`src/rtl/contador_mod.sv`:
```
// Parametrised modulo counter. Supports a programmable step, up/down direction,
// a terminal value and parallel load. The adder is built as a ripple-carry chain of SEG-bit slices.
module contador_mod #(
  parameter int WIDTH  = 24,
  parameter int SEG    = 12,
  parameter int STEP_W = 8
) (
  input  logic              clk,
  input  logic              rst_n,
  input  logic              en,
  input  logic              up,
  input  logic [STEP_W-1:0] step,
  input  logic [WIDTH-1:0]  limit,
  input  logic              load,
  input  logic [WIDTH-1:0]  load_val,
  input  logic              clear_ovf,
  output logic [WIDTH-1:0]  count,
  output logic              tc,
  output logic              ovf
);

  localparam int NSEG = WIDTH / SEG;

  logic [WIDTH-1:0] r_count;
  logic             r_tc;
  logic             r_ovf;

  logic [WIDTH-1:0] w_step_ext;
  logic [WIDTH-1:0] w_opb;
  logic [WIDTH-1:0] w_sum;
  logic             w_carry [0:NSEG];
  logic             w_up_wrap;
  logic             w_dn_wrap;
  logic [WIDTH-1:0] w_next_count;
  logic             w_next_tc;
  logic             w_next_ovf;

  assign w_step_ext = WIDTH'(step);

  // Counting down reuses the same chain as count + ~step + 1; a carry out of
  // the top slice then means "no borrow", i.e. step <= count.
  assign w_opb      = up ? w_step_ext : ~w_step_ext;
  assign w_carry[0] = ~up;

  for (genvar k = 0; k < NSEG; k++) begin : g_slice
    assign {w_carry[k+1], w_sum[k*SEG +: SEG]} =
        {1'b0, r_count[k*SEG +: SEG]} + {1'b0, w_opb[k*SEG +: SEG]}
        + {{SEG{1'b0}}, w_carry[k]};
  end

  assign w_up_wrap = w_carry[NSEG] | (w_sum > limit);
  assign w_dn_wrap = ~w_carry[NSEG];

  always_comb begin
    w_next_count = r_count;
    w_next_tc    = 1'b0;
    if (load) begin
      w_next_count = load_val;
    end else if (en && (step != '0)) begin
      if (up) begin
        if (w_up_wrap) begin
          w_next_count = '0;
          w_next_tc    = 1'b1;
        end else begin
          w_next_count = w_sum;
        end
      end else begin
        if (w_dn_wrap) begin
          w_next_count = limit;
          w_next_tc    = 1'b1;
        end else begin
          w_next_count = w_sum;
        end
      end
    end
  end

  // A wrap in the same cycle as clear_ovf keeps the flag set.
  assign w_next_ovf = w_next_tc | (r_ovf & ~clear_ovf);

  always_ff @(posedge clk) begin
    if (!rst_n) begin
      r_count <= '0;
      r_tc    <= 1'b0;
      r_ovf   <= 1'b0;
    end else begin
      r_count <= w_next_count;
      r_tc    <= w_next_tc;
      r_ovf   <= w_next_ovf;
    end
  end

  assign count = r_count;
  assign tc    = r_tc;
  assign ovf   = r_ovf;

endmodule

```
`config.mk`:
```
export PLATFORM = sky130hd
export DESIGN_NAME = contador_mod
export DESIGN_NICKNAME = d
export VERILOG_FILES = /design/src/rtl/contador_mod.sv
export SDC_FILE = /design/constraint.sdc
export NUM_CORES = 1
export LEC_CHECK = 0
export ABC_AREA = 1
export ABC_CLOCK_PERIOD_IN_PS = 14500
export BUFFER_PORTS_ARGS = -buffer_cell sky130_fd_sc_hd__buf_4
export CORE_ASPECT_RATIO = 0.5
export CORE_MARGIN = 1.5
export CORE_UTILIZATION = 30
export CTS_CLUSTER_DIAMETER = 50
export DETAILED_ROUTE_END_ITERATION = 8
export PLACE_DENSITY_LB_ADDON = 0.2
export SYNTH_ARGS = -nofsm -noshare
export SYNTH_HDL_FRONTEND = slang
export SYNTH_SLANG_ARGS = --single-unit
export TNS_END_PERCENT = 100
```
`constraint.sdc`:
```
create_clock -name clk -period 14.5 [get_ports clk]
set_clock_uncertainty 0.15 [all_clocks]
set_input_delay 2.9 -clock clk [delete_from_list [all_inputs] [get_ports clk]]
set_output_delay 2.9 -clock clk [all_outputs]
set_load 0.01 [all_outputs]
```
# After elaboration in Yosys (flattened, before gate mapping)
# Cells that the tools add are included.
totals:
  output_inout_bits: 26
  elab_cells: 28
  ff_bits: 26
  in_bits: 62
op_classes:
  n_mux: 11
  order_cmp: 1
  addsub: 4
  reduce_logical: 3
  n_bitwise: 6
ops:
  columns: ["operator", "count"]
  rows:
  - ["24-bit 2-to-1 mux", 6]
  - ["12-bit by 12-bit adder with 13-bit output", 2]
  - ["13-bit by 1-bit adder with 13-bit output", 2]
  - ["24-bit > comparator", 1]
  - ["8-bit NOT with 24-bit output", 1]
  - ["8-bit nonzero test", 1]
  - ["1-bit 2-to-1 mux", 5]
  - ["1-bit NOT", 2]
  - ["1-bit OR", 2]
  - ["2-bit nonzero test", 1]
  - ["1-bit AND", 1]
  - ["1-bit logical AND", 1]

# Depth between registers and ports, before layout
depth:
  word_depth: 12
  ltp_mapped: 35
  ltp_nobuf: 34

# Least setup slack after synthesis
# Ideal clock, no wire load.
synth_timing:
  path_kind: "input port to flip-flop"
  startpoint: "in up"
  endpoint: "reg r_count[2] (netlist: count[2])"
  cell_stages: 33
  setup_slack_ns: 6.944
  setup_ns: 0.131
  path_buffers: 3
  required_time_ns: 14.219
  t_arrival_ns: 7.275
  cell_sequence: "buf_2 buf_1 xnor2_1 fa_1 nand3_1 nand2_1 nand2_1 nand2_1 nand2_1 nand2_1 a21oi_1 o21bai_1 fa_1 fa_1 nand3_1 nand2_1 nand2_1 nand3b_1 nand2_1 inv_1 ha_1 nand2_1 nor2_1 nand2_1 nor2_1 nand2_1 nand3_1 nand2_1 buf_4 nand3_1 nand3_1 nand2_1 a21oi_2"
synth_via:
  elab_chain_len: 10
  elab_cells_between_ends: 13
synth_rtl:
  columns: ["item", "line_no", "rtl"]
  rows:
  - ["from (decl)", "11", "input logic up,"]
  - ["24-bit 2-to-1 mux", "42", "assign w_opb = up ? w_step_ext : ~w_step_ext;"]
  - ["12-bit by 12-bit adder with 13-bit output", "47", "{1'b0, r_count[k*SEG +: SEG]} + {1'b0, w_opb[k*SEG +: SEG]}"]
  - ["13-bit by 1-bit adder with 13-bit output (2 in series)", "48", "+ {{SEG{1'b0}}, w_carry[k]};"]
  - ["24-bit > comparator", "51", "assign w_up_wrap = w_carry[NSEG] | (w_sum > limit);"]
  - ["1-bit OR", "51", null]
  - ["24-bit 2-to-1 mux", "61", "if (w_up_wrap) begin"]
  - ["24-bit 2-to-1 mux *", "60", "if (up) begin"]
  - ["24-bit 2-to-1 mux *", "59", "end else if (en && (step != '0)) begin"]
  - ["24-bit 2-to-1 mux *", "57", "if (load) begin"]
  - ["to (signal assigned)", "87", "r_count <= w_next_count;"]
  - ["to (decl)", "24", "logic [WIDTH-1:0] r_count;"]
# Every way passes the cells marked *; elsewhere a longest branch is shown, timed or not. The select of a mux whose other input is x is not followed.
# A chain may end at the register's enable or synchronous reset.

# Worst setup path after layout
layout_timing:
  startpoint: "in up"
  endpoint: "reg r_count[15] (netlist: count[15])"
# The elaborated chain is that of the path after synthesis.

==> results.md <==
* Kind of critical path: in -> reg
* Required time at the worst-slack endpoint at 14.57 ns
* Post-CTS repair timing setup buffer count at 0
* IO Pins at 88
* Count of different cell masters after synthesis at 36
* Avg Cell Area, Syn at 5.79 sq um
* Clock Sinks at 26
* Vias in the first global route at 3925
* Level count of the clock H-tree at 1
* Share of synthesized area occupied by flip-flops and latches at 0.136
* Global-route usage over all layers at 0.184
* Utilization after layout at 0.387
* RSZ-0062 raised after global routing: false
* Starting utilization of the core area at 0.316
* Die H at 82.7 um
* Area of the die at 13400 sq um
* DRC violation count after routing at 0
* Leakage dissipation at 0.00255 uW
* Critical path's top delay family: simple AND/OR/NAND/NOR gates
* Buffer levels on the longest clock path at 2
* Reg2Reg Setup Slack at 8.95 ns
* Slowest Stage Delay on Critical Path at 0.76 ns
* Critical path startpoint category: input port
* Critical hold path startpoint: ovf
* Commonest non-fill, non-tap cell in the layout: nand2_1
* DP HPWL at 9.03 mm
* Rel. slew slack at 0.318
* VDD IR-drop max at 48.0 uV
* Stages on the worst setup path at 28
* Worst-case setup margin in the final layout at 6.21 ns
* Initial DRC count at 269
* Number of rows created at floorplan at 28
* CTS Hold Bufs at 0
* Number of maximum-capacitance violations at 0
* Proportion of layout cells with a drive suffix above 1 at 0.147
* Most frequent cells in the layout: nand2_1 (204), buf_4 (90), inv_1 (80)
* Power per cell area at 88.6 nW/um^2
* Seq. cell area at 520 sq um
* Synthesized Nets at 770
* Dpl ws at 6.00 ns
* Critical R2R Launch: count[0]
* Remaining global-route overflow at 0
* Max stage delay cell, worst path: nand2_1
* Number of buffers added on ports at 87
* Area growth from synthesis to layout at 22.6%
* Cells taking the most area after synthesis: nand2_1 (20%), ha_1 (15%), dfxtp_1 (14%)
* Final Hold Vio Count at 0
* DR vias at 4284
* #FFs+latches synth at 26
* Diode count at 0
* Yosys top cell area share at 0.201
* Placeable core region at 12100 sq um
* CP Buf/Inv Count at 4
* Yosys synthesis warning count at 0
* Final WL at 12.0 mm
* Clock input transition at the sequential cells of the worst setup and hold paths at 0.09 ns
* Time the final worst path needs with I/O delays and setup at 8.29 ns
* Final setup violation count at 0
* First-pass GRT wire length at 19.4 mm
* Reg2Reg Capture Point: count[15]
* Weighted congestion reported at the end of routability-driven placement at 0.897
* Status: complete, no violations
* Largest net degree at the start of global routing at 36
* Max Fanout on Critical Path at 35
* Cts repair resizes at 0
* Post-route ant nets at 0
* Most common cell on crit path: nand2_1
* Cells after Synth at 659
* Final setup TNS at 0 ns
* 1st-pass router iterations at 4
* Syn Std Cell Area at 3810 sq um
* Number of antenna violations at the first check in global routing at 0
* Skew-Pair Late Insertion Delay at 0.28 ns
* Final slew viol count at 0
* Net count reported at finish at 842
* Final worst-path cycle share at 0.572
* Class of the worst hold path: reg -> reg
* Cts bufs inserted at 3
* Die Width at 162 um
* Crit path arrival time at 8.36 ns
* Filler cells at 1363
* Area of the multi-input gates at 2860 sq um
* Endpoint of the worst hold-timing path: ovf
* CP endpoint kind: flip-flop
* Detail-routed net length per standard cell at 13.4 um
* Clock tree from TritonCTS: built
* Slew at the pin closest to its max-slew limit at 1.02 ns
* Reg2reg path depth at 32
* Number of cells on the worst hold path at 2
* Most area-hungry cell type in the Yosys netlist: nand2_1
* Vias per inst at 4.79
* Buffer type at the clock tree root: clkbuf_16
* Max Freq at 0.121 GHz
==> synthesized netlist by cell type <==
cell      number
a21oi_1       52
buf_6          4
nand3b_1       5
nand2_2        2
dfxtp_1       26
nand3_2        1
and2_1         1
nor2_4         1
nand3_1       78
inv_2          1
nor4_1         2
a21o_1         4
nand2b_1       1
nor2_2         2
inv_1         80
fa_1           3
o21bai_1       2
nand4_1        5
buf_2          6
ha_1          46
nor3_1         3
nand2_1      204
clkinv_1       1
xor2_1         6
xnor2_1       12
nand3_4        1
nor2_1        77
buf_1          1
inv_4          1
clkbuf_1       9
o21ai_1        1
o21ai_0        7
buf_4          3
o211ai_1       7
a21oi_2        3
o32ai_1        1
==> cell type report <==
class                   count  area share
well taps                 165      0.0441
repair buffers             90       0.144
clock inverters             1     0.00642
inverters                  83      0.0671
clock buffers               3      0.0161
flip-flops and latches     26       0.111
multi-input cells         527       0.610
==> report_power, final <==
part           leakage, uW  total [uW]  internal [uW]  switching (uW)
logic              0.00228         238           92.4             145
registers         0.000216        85.4           78.6            6.84
clock network    0.0000511        91.1           55.4            35.7
total              0.00255         414            226             188
==> worst max-delay path by stage <==
stage / startpoint / to / slack, ns
final: up / count[15] / 6.21
after floorplan: up / count[2] / 6.94
after CTS: up / count[16] / 6.27
after global routing: up / count[16] / 5.71
after detailed placement: up / count[16] / 6.00
after global placement: up / count[16] / 6.07
==> flip-flops by register name (all words and copies together), names as in the netlist <==
name,cells
tc,1
ovf,1
count,24
==> worst min-delay path, stage by stage (launching register included) <==
cell and delay, ns:
dfxtp_1 0.32, inv_1 0.05, o32ai_1 0.07
==> layer usage <==
metal  global-route usage  wire, um
met5                    0         0
met4               0.0211        36
met3               0.0280       448
met2                0.305      5310
met1                0.259      6240
==> cells by family (layout without fill, tap and decap cells) <==
| logic type | Yosys count | count (layout) | synth area share |
|---|---|---|---|
| simple gates | 383 | 383 | 0.424 |
| flops | 26 | 26 | 0.136 |
| compound gates | 77 | 77 | 0.114 |
| buf+inv | 106 | 177 | 0.118 |
| xor+xnor | 18 | 18 | 0.0413 |
| fa+ha+maj | 49 | 49 | 0.167 |
==> through the flow <==
step                      instances  cell area [sq um]  total power, uW  hold WS (ns)
after floorplan                 659               3810              259         0.348
after global placement          891               4570              323         0.323
after detailed placement        891               4570              324         0.334
after CTS                       895               4680              416         0.347
after global routing            895               4680              456         0.357
final                           895               4680              414         0.340
Power figures use the tool's default switching activity.
